## config.mk

```make
export PLATFORM = sky130hd
export DESIGN_NAME = uart_tx_packer
export DESIGN_NICKNAME = d
export VERILOG_FILES = /design/src/rtl/uart_proto_pkg.sv /design/src/rtl/change_detect.sv /design/src/rtl/uart_tx_packer.sv
export SDC_FILE = /design/constraint.sdc
export NUM_CORES = 1
export LEC_CHECK = 0
export ABC_CLOCK_PERIOD_IN_PS = 2400
export BUFFER_PORTS_ARGS = -buffer_cell sky130_fd_sc_hd__buf_4
export CAP_MARGIN = 5
export CORE_ASPECT_RATIO = 1.1
export CORE_UTILIZATION = 50
export DETAILED_ROUTE_END_ITERATION = 8
export GPL_TIMING_DRIVEN = 0
export PLACE_DENSITY = 0.74
export SLEW_MARGIN = 5
export SYNTH_ARGS = -nofsm -noshare
export SYNTH_HDL_FRONTEND = slang
export SYNTH_HIERARCHICAL = 1
export SYNTH_SLANG_ARGS = --single-unit
```

## constraint.sdc

```tcl
create_clock -name clock -period 2.4 [get_ports clock]
set_input_delay 0.48 -clock clock [delete_from_list [all_inputs] [get_ports clock]]
set_output_delay 0.48 -clock clock [all_outputs]
set_load 0.02 [all_outputs]
```

## src/rtl/uart_proto_pkg.sv

```systemverilog
// -----------------------------------------------------------------------------
// uart_proto_pkg
//   Shared UART command-byte protocol definitions for the game-state /
//   operate / target packer. A command byte is {payload[5:0], type[1:0]}.
//   Contents:
//     - TYPE_*      two-bit type codes carried in byte bits [1:0]
//     - OP_*        bit positions of the one-hot operate code
//     - GS_*        game-state codes
//     - IDLE_BYTE   the "nothing to send" byte seen by the UART
//     - tx_state_t  packer FSM states
//     - packByte    helper that assembles a command byte
// -----------------------------------------------------------------------------
package uart_proto_pkg;

  // Command byte type codes (byte bits [1:0]); 2'b00 is never used so a
  // real command byte can never equal IDLE_BYTE.
  localparam logic [1:0] TYPE_GAME    = 2'b01;
  localparam logic [1:0] TYPE_OPERATE = 2'b10;
  localparam logic [1:0] TYPE_TARGET  = 2'b11;

  // Operate one-hot bit positions
  localparam int OP_GET      = 0;
  localparam int OP_PUT      = 1;
  localparam int OP_INTERACT = 2;
  localparam int OP_MOVE     = 3;
  localparam int OP_THROW    = 4;

  // Useful field widths of each channel
  localparam int GS_BITS  = 2;
  localparam int OP_BITS  = 5;
  localparam int TGT_BITS = 6;

  // Game-state codes
  localparam logic [1:0] GS_START = 2'b01;
  localparam logic [1:0] GS_STOP  = 2'b10;

  // Byte the UART interprets as "nothing to send"
  localparam logic [7:0] IDLE_BYTE = 8'h00;

  // Packer FSM states
  typedef enum logic [1:0] {
    ST_IDLE = 2'd0,
    ST_SEND = 2'd1,
    ST_WAIT = 2'd2,
    ST_GAP  = 2'd3
  } tx_state_t;

  // Assemble a command byte from a 6-bit payload and a type code
  function automatic logic [7:0] packByte(input logic [5:0] payload,
                                          input logic [1:0] kind);
    return {payload, kind};
  endfunction

endpackage

```

## src/rtl/change_detect.sv

```systemverilog
// -----------------------------------------------------------------------------
// change_detect
//   Per-channel snapshot register with a pending flag. Whenever the (already
//   masked) input differs from the stored snapshot, the snapshot follows the
//   input and the channel becomes pending. A change on a channel that is
//   already pending just overwrites the snapshot, so only the newest value is
//   ever sent.
//   Ports:
//     clock       block clock
//     reset       asynchronous, active-low reset
//     i_value     masked channel value to watch
//     i_clear     the packer has taken this channel's byte
//     i_force     mark pending without a value change (periodic refresh)
//     o_snapshot  last value seen on the channel
//     o_pending   a byte for this channel is waiting to be sent
// -----------------------------------------------------------------------------
module change_detect #(
  parameter int WIDTH = 1
) (
  input  logic             clock,
  input  logic             reset,
  input  logic [WIDTH-1:0] i_value,
  input  logic             i_clear,
  input  logic             i_force,
  output logic [WIDTH-1:0] o_snapshot,
  output logic             o_pending
);

  logic [WIDTH-1:0] r_snapshot;
  logic             r_pending;

  // Snapshot and pending flag. A value change wins over a clear in the
  // same cycle: the packer has latched the old snapshot, and the new value
  // must still follow as a second byte.
  always_ff @(posedge clock or negedge reset) begin
    if (!reset) begin
      r_snapshot <= '0;
      r_pending  <= 1'b0;
    end else begin
      if (i_value != r_snapshot) begin
        r_snapshot <= i_value;
        r_pending  <= 1'b1;
      end else if (i_force) begin
        r_pending  <= 1'b1;
      end else if (i_clear) begin
        r_pending  <= 1'b0;
      end
    end
  end

  assign o_snapshot = r_snapshot;
  assign o_pending  = r_pending;

endmodule

```

## src/rtl/uart_tx_packer.sv

```systemverilog
// -----------------------------------------------------------------------------
// uart_tx_packer
//   Packs game-state, verified-operation and target-machine values into UART
//   command bytes {payload[5:0], type[1:0]} and meters them into the UART one
//   at a time. Each channel has change detection and a pending flag; a fixed
//   priority arbiter (game state > operate > target) picks the next byte. A
//   byte is held on tx_bits until the UART's one-cycle ready pulse or until
//   TIMEOUT_CYCLES pass, then tx_bits returns to 8'h00 for at least one cycle
//   so the UART always sees a distinct new byte. The current target is re-sent
//   after REFRESH_CYCLES quiet cycles (0 disables this).
//   Ports:
//     clock       UART clock (16 x baud), the only clock
//     reset       asynchronous, active-low reset
//     game_state  game-state code, bits [1:0] used
//     operate     verified operation, one-hot in bits [4:0], 0 = none
//     target      target machine id, bits [5:0] used
//     tx_ready    one-cycle pulse from the UART when a byte has gone out
//     tx_bits     byte to transmit, 8'h00 = nothing to send
//     busy        a byte is in flight
//     drop_count  saturating count of bytes abandoned on timeout
// -----------------------------------------------------------------------------
module uart_tx_packer
  import uart_proto_pkg::*;
#(
  parameter int TIMEOUT_CYCLES = 1024,
  parameter int REFRESH_CYCLES = 65535
) (
  input  logic       clock,
  input  logic       reset,
  input  logic [7:0] game_state,
  input  logic [7:0] operate,
  input  logic [7:0] target,
  input  logic       tx_ready,
  output logic [7:0] tx_bits,
  output logic       busy,
  output logic [7:0] drop_count
);

  localparam int              TO_W      = $clog2(TIMEOUT_CYCLES) + 1;
  localparam logic [TO_W-1:0] TO_LAST   = TO_W'(TIMEOUT_CYCLES - 1);
  localparam int              RF_W      = (REFRESH_CYCLES > 1) ? $clog2(REFRESH_CYCLES) + 1 : 1;
  localparam logic [RF_W-1:0] RF_LAST   = RF_W'(REFRESH_CYCLES - 1);
  localparam bit              RF_ENABLE = (REFRESH_CYCLES != 0);

  logic [GS_BITS-1:0]  w_gsMasked;
  logic [OP_BITS-1:0]  w_opMasked;
  logic [TGT_BITS-1:0] w_tgMasked;
  logic [GS_BITS-1:0]  w_gsSnap;
  logic [OP_BITS-1:0]  w_opSnap;
  logic [TGT_BITS-1:0] w_tgSnap;
  logic                w_gsPend;
  logic                w_opPend;
  logic                w_tgPend;
  logic                w_gsClear;
  logic                w_opClear;
  logic                w_tgClear;
  logic                w_anyPending;
  logic [7:0]          w_winByte;
  logic                w_unused;

  tx_state_t           r_state;
  tx_state_t           w_stateNext;
  logic [7:0]          r_byte;
  logic [7:0]          r_txBits;
  logic [7:0]          w_txNext;
  logic                w_load;
  logic                w_drop;
  logic [TO_W-1:0]     r_toCnt;
  logic [TO_W-1:0]     w_toCntNext;
  logic [RF_W-1:0]     r_rfCnt;
  logic [RF_W-1:0]     w_rfCntNext;
  logic                w_rfIdle;
  logic                w_refreshHit;
  logic [7:0]          r_dropCount;
  logic [7:0]          w_dropNext;

  // Only the documented bits of each input carry meaning.
  assign w_gsMasked = game_state[GS_BITS-1:0];
  assign w_opMasked = {operate[OP_THROW], operate[OP_MOVE], operate[OP_INTERACT],
                       operate[OP_PUT], operate[OP_GET]};
  assign w_tgMasked = target[TGT_BITS-1:0];
  assign w_unused   = ^{game_state[7:GS_BITS], operate[7:OP_BITS], target[7:TGT_BITS]};

  change_detect #(.WIDTH(GS_BITS)) u_gameDetect (
    .clock      (clock),
    .reset      (reset),
    .i_value    (w_gsMasked),
    .i_clear    (w_gsClear),
    .i_force    (1'b0),
    .o_snapshot (w_gsSnap),
    .o_pending  (w_gsPend)
  );

  change_detect #(.WIDTH(OP_BITS)) u_operateDetect (
    .clock      (clock),
    .reset      (reset),
    .i_value    (w_opMasked),
    .i_clear    (w_opClear),
    .i_force    (1'b0),
    .o_snapshot (w_opSnap),
    .o_pending  (w_opPend)
  );

  change_detect #(.WIDTH(TGT_BITS)) u_targetDetect (
    .clock      (clock),
    .reset      (reset),
    .i_value    (w_tgMasked),
    .i_clear    (w_tgClear),
    .i_force    (w_refreshHit),
    .o_snapshot (w_tgSnap),
    .o_pending  (w_tgPend)
  );

  assign w_anyPending = w_gsPend | w_opPend | w_tgPend;

  // Fixed-priority arbiter: game state, then operate, then target. Only the
  // winning channel's pending flag is cleared when the FSM latches a byte.
  always_comb begin
    w_gsClear = 1'b0;
    w_opClear = 1'b0;
    w_tgClear = 1'b0;
    w_winByte = packByte(w_tgSnap, TYPE_TARGET);
    if (w_gsPend) begin
      w_winByte = packByte({4'b0000, w_gsSnap}, TYPE_GAME);
      w_gsClear = w_load;
    end else if (w_opPend) begin
      w_winByte = packByte({1'b0, w_opSnap}, TYPE_OPERATE);
      w_opClear = w_load;
    end else begin
      w_tgClear = w_load & w_tgPend;
    end
  end

  // Next-state and output logic. tx_bits is registered, so the value chosen
  // here appears one cycle later: the byte becomes visible at the end of
  // SEND and drops back to 8'h00 as the FSM leaves WAIT. A ready pulse is
  // only looked at in WAIT; a pulse that coincides with the final timeout
  // cycle counts as success.
  always_comb begin
    w_stateNext = r_state;
    w_txNext    = r_txBits;
    w_toCntNext = r_toCnt;
    w_load      = 1'b0;
    w_drop      = 1'b0;
    case (r_state)
      ST_IDLE: begin
        w_txNext = IDLE_BYTE;
        if (w_anyPending) begin
          w_load      = 1'b1;
          w_stateNext = ST_SEND;
        end
      end
      ST_SEND: begin
        w_txNext    = r_byte;
        w_toCntNext = '0;
        w_stateNext = ST_WAIT;
      end
      ST_WAIT: begin
        w_toCntNext = r_toCnt + TO_W'(1);
        if (tx_ready) begin
          w_txNext    = IDLE_BYTE;
          w_stateNext = ST_GAP;
        end else if (r_toCnt == TO_LAST) begin
          w_drop      = 1'b1;
          w_txNext    = IDLE_BYTE;
          w_stateNext = ST_GAP;
        end
      end
      ST_GAP: begin
        w_txNext    = IDLE_BYTE;
        w_stateNext = ST_IDLE;
      end
      default: begin
        w_txNext    = IDLE_BYTE;
        w_stateNext = ST_IDLE;
      end
    endcase
  end

  // Refresh timer: runs only while idle with nothing queued, re-queues the
  // current target when it expires, and restarts whenever a byte is sent.
  always_comb begin
    w_rfIdle     = RF_ENABLE && (r_state == ST_IDLE) && !w_anyPending;
    w_refreshHit = w_rfIdle && (r_rfCnt == RF_LAST);
    w_rfCntNext  = r_rfCnt;
    if (r_state == ST_SEND) begin
      w_rfCntNext = '0;
    end else if (w_refreshHit) begin
      w_rfCntNext = '0;
    end else if (w_rfIdle) begin
      w_rfCntNext = r_rfCnt + RF_W'(1);
    end
  end

  // Drop counter sticks at 255 instead of wrapping.
  always_comb begin
    w_dropNext = r_dropCount;
    if (w_drop && (r_dropCount != 8'hFF)) begin
      w_dropNext = r_dropCount + 8'd1;
    end
  end

  // State, byte latch, output byte and counters. Reset clears tx_bits at
  // once, so an in-flight byte is abandoned rather than resumed.
  always_ff @(posedge clock or negedge reset) begin
    if (!reset) begin
      r_state     <= ST_IDLE;
      r_byte      <= IDLE_BYTE;
      r_txBits    <= IDLE_BYTE;
      r_toCnt     <= '0;
      r_rfCnt     <= '0;
      r_dropCount <= 8'd0;
    end else begin
      r_state     <= w_stateNext;
      r_txBits    <= w_txNext;
      r_toCnt     <= w_toCntNext;
      r_rfCnt     <= w_rfCntNext;
      r_dropCount <= w_dropNext;
      if (w_load) begin
        r_byte <= w_winByte;
      end
    end
  end

  assign tx_bits    = r_txBits;
  assign busy       = (r_state == ST_SEND) || (r_state == ST_WAIT);
  assign drop_count = r_dropCount;

endmodule

```

Word-level counts from Yosys, hierarchy flattened. Cells that the tools add are included.

Add/sub/neg operators: 3. Muxes and demuxes: 30. Reduce and logical (&&, ||, !) cells: 13. Shift operators: 0. $mul: 0. Divide/modulo/power cells: 0. Equal/unequal tests: 11. $lt $le $gt $ge: 0. Bitwise logic cells: 3.

Operator list (number): 17-bit 2-to-1 mux (3); 8-bit 2-to-1 mux (4); 8-bit case mux with 3 select lines (1); 11-bit case mux with 2 select lines (1); 17-bit by 1-bit adder with 17-bit output (second input constant) (1); 17-bit by 16-bit == test with 1-bit output (second input constant) (1); 1-bit 2-to-1 mux (17); 11-bit by 1-bit adder with 11-bit output (second input constant) (1); 11-bit by 10-bit == test with 1-bit output (second input constant) (1); 8-bit by 1-bit adder with 8-bit output (second input constant) (1); 8-bit != test (second input constant) (1); 2-bit case mux with 4 select lines (1); 2-bit 2-to-1 mux (3); 6-bit != test (1); 2-bit nonzero test (3); 3-bit nonzero test (2); 5-bit != test (1); 2-bit == test (second input constant) (2); 1-bit logical AND (3); 3-bit != test (second input constant) (1); 2-bit by 1-bit == test with 1-bit output (second input constant) (1); 2-bit zero test (1); 2-bit != test (1); 2-bit != test (second input constant) (1); other kinds (6) (7).

Memory bits (writable): 0. Output and inout bits: 17. Register bits after elaboration: 70. Bits of input ports: 27. Word-level logic and storage cells: 72. Latch bits: 0. Memories kept: 0. Memory bits (read-only): 0.

Longest topological paths before layout.
Word-level depth: 10. Depth in mapped cells: 8. Gate-level depth less buffers: 8.

Hierarchy. The synthesis kept the hierarchy.

Modules (own cells, without submodules): uart_tx_packer (times used 1, area each 2850.2 µm², cells an instance 305, seq. area each 1351.3 µm²); change_detect at u_targetDetect (times used 1, area each 271.5 µm², cells an instance 23, seq. area each 175.2 µm²); change_detect at u_operateDetect (times used 1, area each 232.7 µm², cells an instance 20, seq. area each 150.1 µm²); change_detect at u_gameDetect (times used 1, area each 113.9 µm², cells an instance 9, seq. area each 75.1 µm²).

Worst setup path before layout. Ideal clock, no wire load.

Kind: register -> register. From: reg r_state[0]. To: reg r_dropCount[1] (netlist: drop_count[1]). Required time: 2275 ps. Period minus slack after synthesis: 2059 ps. Cell stages (with the launch flop): 8. Library setup time: 125 ps. Arrival time: 1934 ps. Slack: 341 ps. Buffers on the path: 1. Path through: dfrtp_1 inv_1 ha_1 or3b_2 nor4_4 and2_1 buf_2 mux2_2.

Word-level cells in the longest chain between the ends: 3.

RTL lines: start: declaration (RTL line uart_tx_packer.sv:61) `tx_state_t r_state;`; start signal: assignment (RTL line uart_tx_packer.sv:214) `r_state <= w_stateNext;`; 2-bit == test (RTL line uart_tx_packer.sv:145) `case (r_state)`; 1-bit 2-to-1 mux (RTL line uart_tx_packer.sv:145); 1-bit logical AND (RTL line uart_tx_packer.sv:198) `if (w_drop && (r_dropCount != 8'hFF)) begin`; end signal: assignment (RTL line uart_tx_packer.sv:218) `r_dropCount <= w_dropNext;`; end: declaration (RTL line uart_tx_packer.sv:74) `logic [7:0] r_dropCount;`.

No other way between the ends. A chain may end at the register's enable or synchronous reset.

Worst setup path after layout. Ends and elaborated chain as after synthesis.

==> summary.md <==
| Metric | Value |
|---|---|
| Clock slew at reported path FFs | roughly 80 ps |
| Crit start category | flip-flop |
| Mapped Area | 3470 um2 |
| Setup TNS | 0 ps |
| Post-DRT Antenna Nets | 0 |
| Initial antenna violation count | 0 |
| Slowest stage delay, CP | 480 ps |
| Most frequent cell after synthesis | dfrtp_1 |
| Deepest clock path buffer count | 2 |
| Yosys top cell by area | dfrtp_1 |
| Post-synth EDFFs | 0 |
| Number of diodes | 0 |
| Synthesis-to-finish area growth | 17.7% |
| Compound-Gate Fraction of Synth Area | between 10 and 15% |
| Unique masters post-synth | 50 |
| Total GRT Usage | 20.6% |
| Cell at the slowest stage of the critical path | or3b_2 |
| Leakage | between 1.5 and 2 nW |
| Status | completed |
| Endpoints failing hold | 0 |
| Num rows | 31 |
| Area of the multi-input gates | ~1600 um2 |
| FMAX | 0.446 GHz |
| Largest family of logic cells by synthesized area | simple AND/OR/NAND/NOR gates |
| Routed vias/inst | ~5.5 |
| Worst Max-Slew Pin Slew | roughly 860 ps |
| Register area | 1750 um2 |
| CTS Buf Count | 9 |
| Post-Synthesis Cells | 357 |
| Seq/Total Area, Yosys | 50.5% |
| Post-CTS Hold Buffers | 0 |
| Design area | approximately 4100 um2 |
| GR Overflow Total | 0 |
| Core Area | between 6000 and 7000 um2 |
| Die Height | 89.4 um |
| Worst min-delay path class | input pin to asynchronous set/reset pin |
| Critical path endpoint category | flip-flop |
| CP Class | flip-flop to flip-flop |
| Pin count of the biggest net entering global routing | between 70 and 80 |
| Number of global-route vias before repair | roughly 2500 |
| Routed WL per cell | 13.4 um |
| Setup violators final | 0 |
| Top_reg_cell synth | dfrtp_1 |
| Post-DP HPWL | 4580 um |
| Ys Warns | 6 |
| Crit path max fanout | 6 |
| Max Cap Viol | 0 |
| Total Wirelength | 6580 um |
| Maximum vdd ir drop | 0.603 mV |
| Die W | 81.4 um |
| Clk Tree Root Cell | clkbuf_8 |
| Simple-gate portion of the synthesized area | 21.6% |
| DR vias | 2682 |
| Share of Yosys cell area claimed by the top area cell type | 50.5% |
| TritonCTS clock tree | yes |
| Deepest level of the CTS H-tree | 3 |
| Max Slew Vio Count | 0 |
| DP Area | 3810 um2 |
| Clk_lat worst skew | 340 ps |
| Fillers | ~540 |
| Largest cells by area after synthesis | dfrtp_1 (51%), nand2_1 (6.0%), o21ai_0 (3.5%) |
| Asr flop ratio synth | 100% |
| Clock Skews | 7.75 ps |
| Final nets | 438 |
| Rel. slew slack | 42.4% |
| # DRC | 0 |
| Post-synthesis xor/xnor area fraction | 5.56% |
| Adder-cell share of the synthesized area | 2.89% |
| Initial Utilization | 52.3% |
| CP Cell Sequence | inv_1 -> ha_1 -> or3b_2 -> nor4_4 -> and2_1 -> buf_2 -> mux2_2 |
| DRT Pass-1 Iters | 4 |
| Period utilisation layout | approximately 93% |
| Power per cell area | ~830 nW/um2 |
| Input/output buffers | 32 |
| RSZ-0062 raised after global routing | false |
| Syn Area/Cell | 9.72 um2 |
| Critical Path RT | 2630 ps |
| Mux cell area share after synthesis | 2.96% |
| Flops & latches, synth | 70 |
| Worst Path Arrival | 2470 ps |
| First-pass GRT wire length | 11300 um |
| Commonest cells post-synth | dfrtp_1 (70), nand2_1 (55), o21ai_0 (24) |
| RD Place Congestion | approximately 0.8 |
| I/O pin cnt | 44 |
| CTS sink cnt | 70 |
| Final Critical Period | 2240 ps |
| Die area | 7270 um2 |
| Share of layout cells above drive strength 1 | between 15 and 20% |
| Iteration-0 DRC Markers | 227 |
==> area by class of cell <==
class                           count  area share [%]
Sequential cell                    70            42.9
Multi-Input combinational cell    249            38.3
Timing Repair Buffer               34            6.25
Clock buffer                        9            3.03
Clock inverter                      7            2.94
Buffer                             25            2.76
Tap cell                           82            2.51
Inverter                           14            1.29
==> metrics by stage <==
stage	hold slack (ps)	total power, mW	utilization (%)	instances	setup WS, ps
2_1_floorplan	184	1.96	-	358	341
3_3_place_gp	464	2.23	57.5	472	127
3_5_place_dp	469	2.25	57.5	472	104
4_1_cts	283	3.41	61.2	488	99.9
5_1_grt	316	3.59	61.5	490	29.9
6_report	234	3.38	61.5	490	158
==> power by group <==
group          switching [mW]  leakage (nW)  internal, mW
Sequential             0.0663         0.915          1.29
Clock                   0.460         0.120         0.695
Combinational           0.567         0.784         0.304
Total                    1.09          1.82          2.29
==> path summary, 6_finish.rpt <==
| check | start | endpoint | slack (ps) | cells past startpoint |
|---|---|---|---|---|
| hold reg to reg | tx_bits[7] | tx_bits[7] | 480 | 2 |
| hold / removal | reset | r_toCnt[7] | 230 | 1 |
| max in group asynchronous | reset | r_byte[0] | 1580 | 1 |
| setup reg to reg | r_state[0] | drop_count[1] | 160 | 7 |
| min in group clock | operate[3] | u_operateDetect/o_snapshot[3] | 330 | 2 |
| setup / recovery | r_state[0] | drop_count[1] | 160 | 7 |
==> cells by family after synthesis <==
kind of cell | count (synthesis)
AND/OR/NAND/NOR | 142
adder cells (fa/ha/maj) | 8
buffers and inverters | 39
XOR/XNOR | 22
other | 1
flip-flops | 70
AO/OA/AOI/OAI | 65
multiplexers | 10
==> cells in the final DEF, fill, tap and decap left out, types with 2 or more instances in the layout <==
cell | synthesis | layout
dfrtp_1 | 70 | 70
nand2_1 | 55 | 55
buf_4 | 0 | 34
o21ai_0 | 24 | 24
clkbuf_1 | 20 | 20
nand3_1 | 18 | 18
nor2_1 | 16 | 16
a21oi_1 | 16 | 16
inv_1 | 14 | 14
xor2_1 | 13 | 13
nor3_1 | 11 | 11
nand4_1 | 9 | 9
xnor2_1 | 9 | 9
clkbuf_8 | 0 | 9
mux2i_1 | 8 | 8
ha_1 | 8 | 8
o31ai_1 | 6 | 6
a31oi_1 | 5 | 5
or4_1 | 4 | 4
a22o_1 | 4 | 4
buf_2 | 3 | 3
or3_1 | 3 | 3
nor4_1 | 3 | 3
nor2b_1 | 3 | 3
bufinv_16 | 0 | 3
buf_6 | 2 | 2
nor2_2 | 2 | 2
and2_1 | 2 | 2
nand2b_1 | 2 | 2
mux2_2 | 2 | 2
or2_2 | 2 | 2
inv_6 | 0 | 2
conb_1 | 1 | 2
==> flip-flops by register name (all words and copies together), names as in the netlist <==
| signal | cells |
|---|---|
| u_targetDetect/o_snapshot | 6 |
| u_gameDetect/o_snapshot | 2 |
| r_byte | 8 |
| drop_count | 8 |
| u_targetDetect/o_pending | 1 |
| tx_bits | 8 |
| u_operateDetect/o_pending | 1 |
| r_state | 2 |
| r_rfCnt | 17 |
| u_gameDetect/o_pending | 1 |
| u_operateDetect/o_snapshot | 5 |
| r_toCnt | 11 |
==> routing by layer <==
layer | share of wire, % | GRT usage, % | wire length, um | up-vias
met3 | 2.9 | 4.29 | 190 | 8
met4 | 1.1 | 10.6 | 73 | 0
met5 | 0 | 0 | 0 | -
li1 | - | - | - | 1324
met1 | 45 | 25.8 | 2950 | 1292
met2 | 51 | 33.6 | 3370 | 58
==> what timing repair did <==
item,in CTS,in global routing
hold endpoints to repair,0,0
setup endpoints to repair,0,11
setup buffers,0,2
resized for setup,0,1
==> critical path, delay by kind of cell (launching register included) <==
family	cells	cell delay (ps)
flip-flops	1	400
multiplexers	1	340
buffers and inverters	2	270
adder cells (fa/ha/maj)	1	190
AND/OR/NAND/NOR	3	930
(Power assumes the default switching activity.)
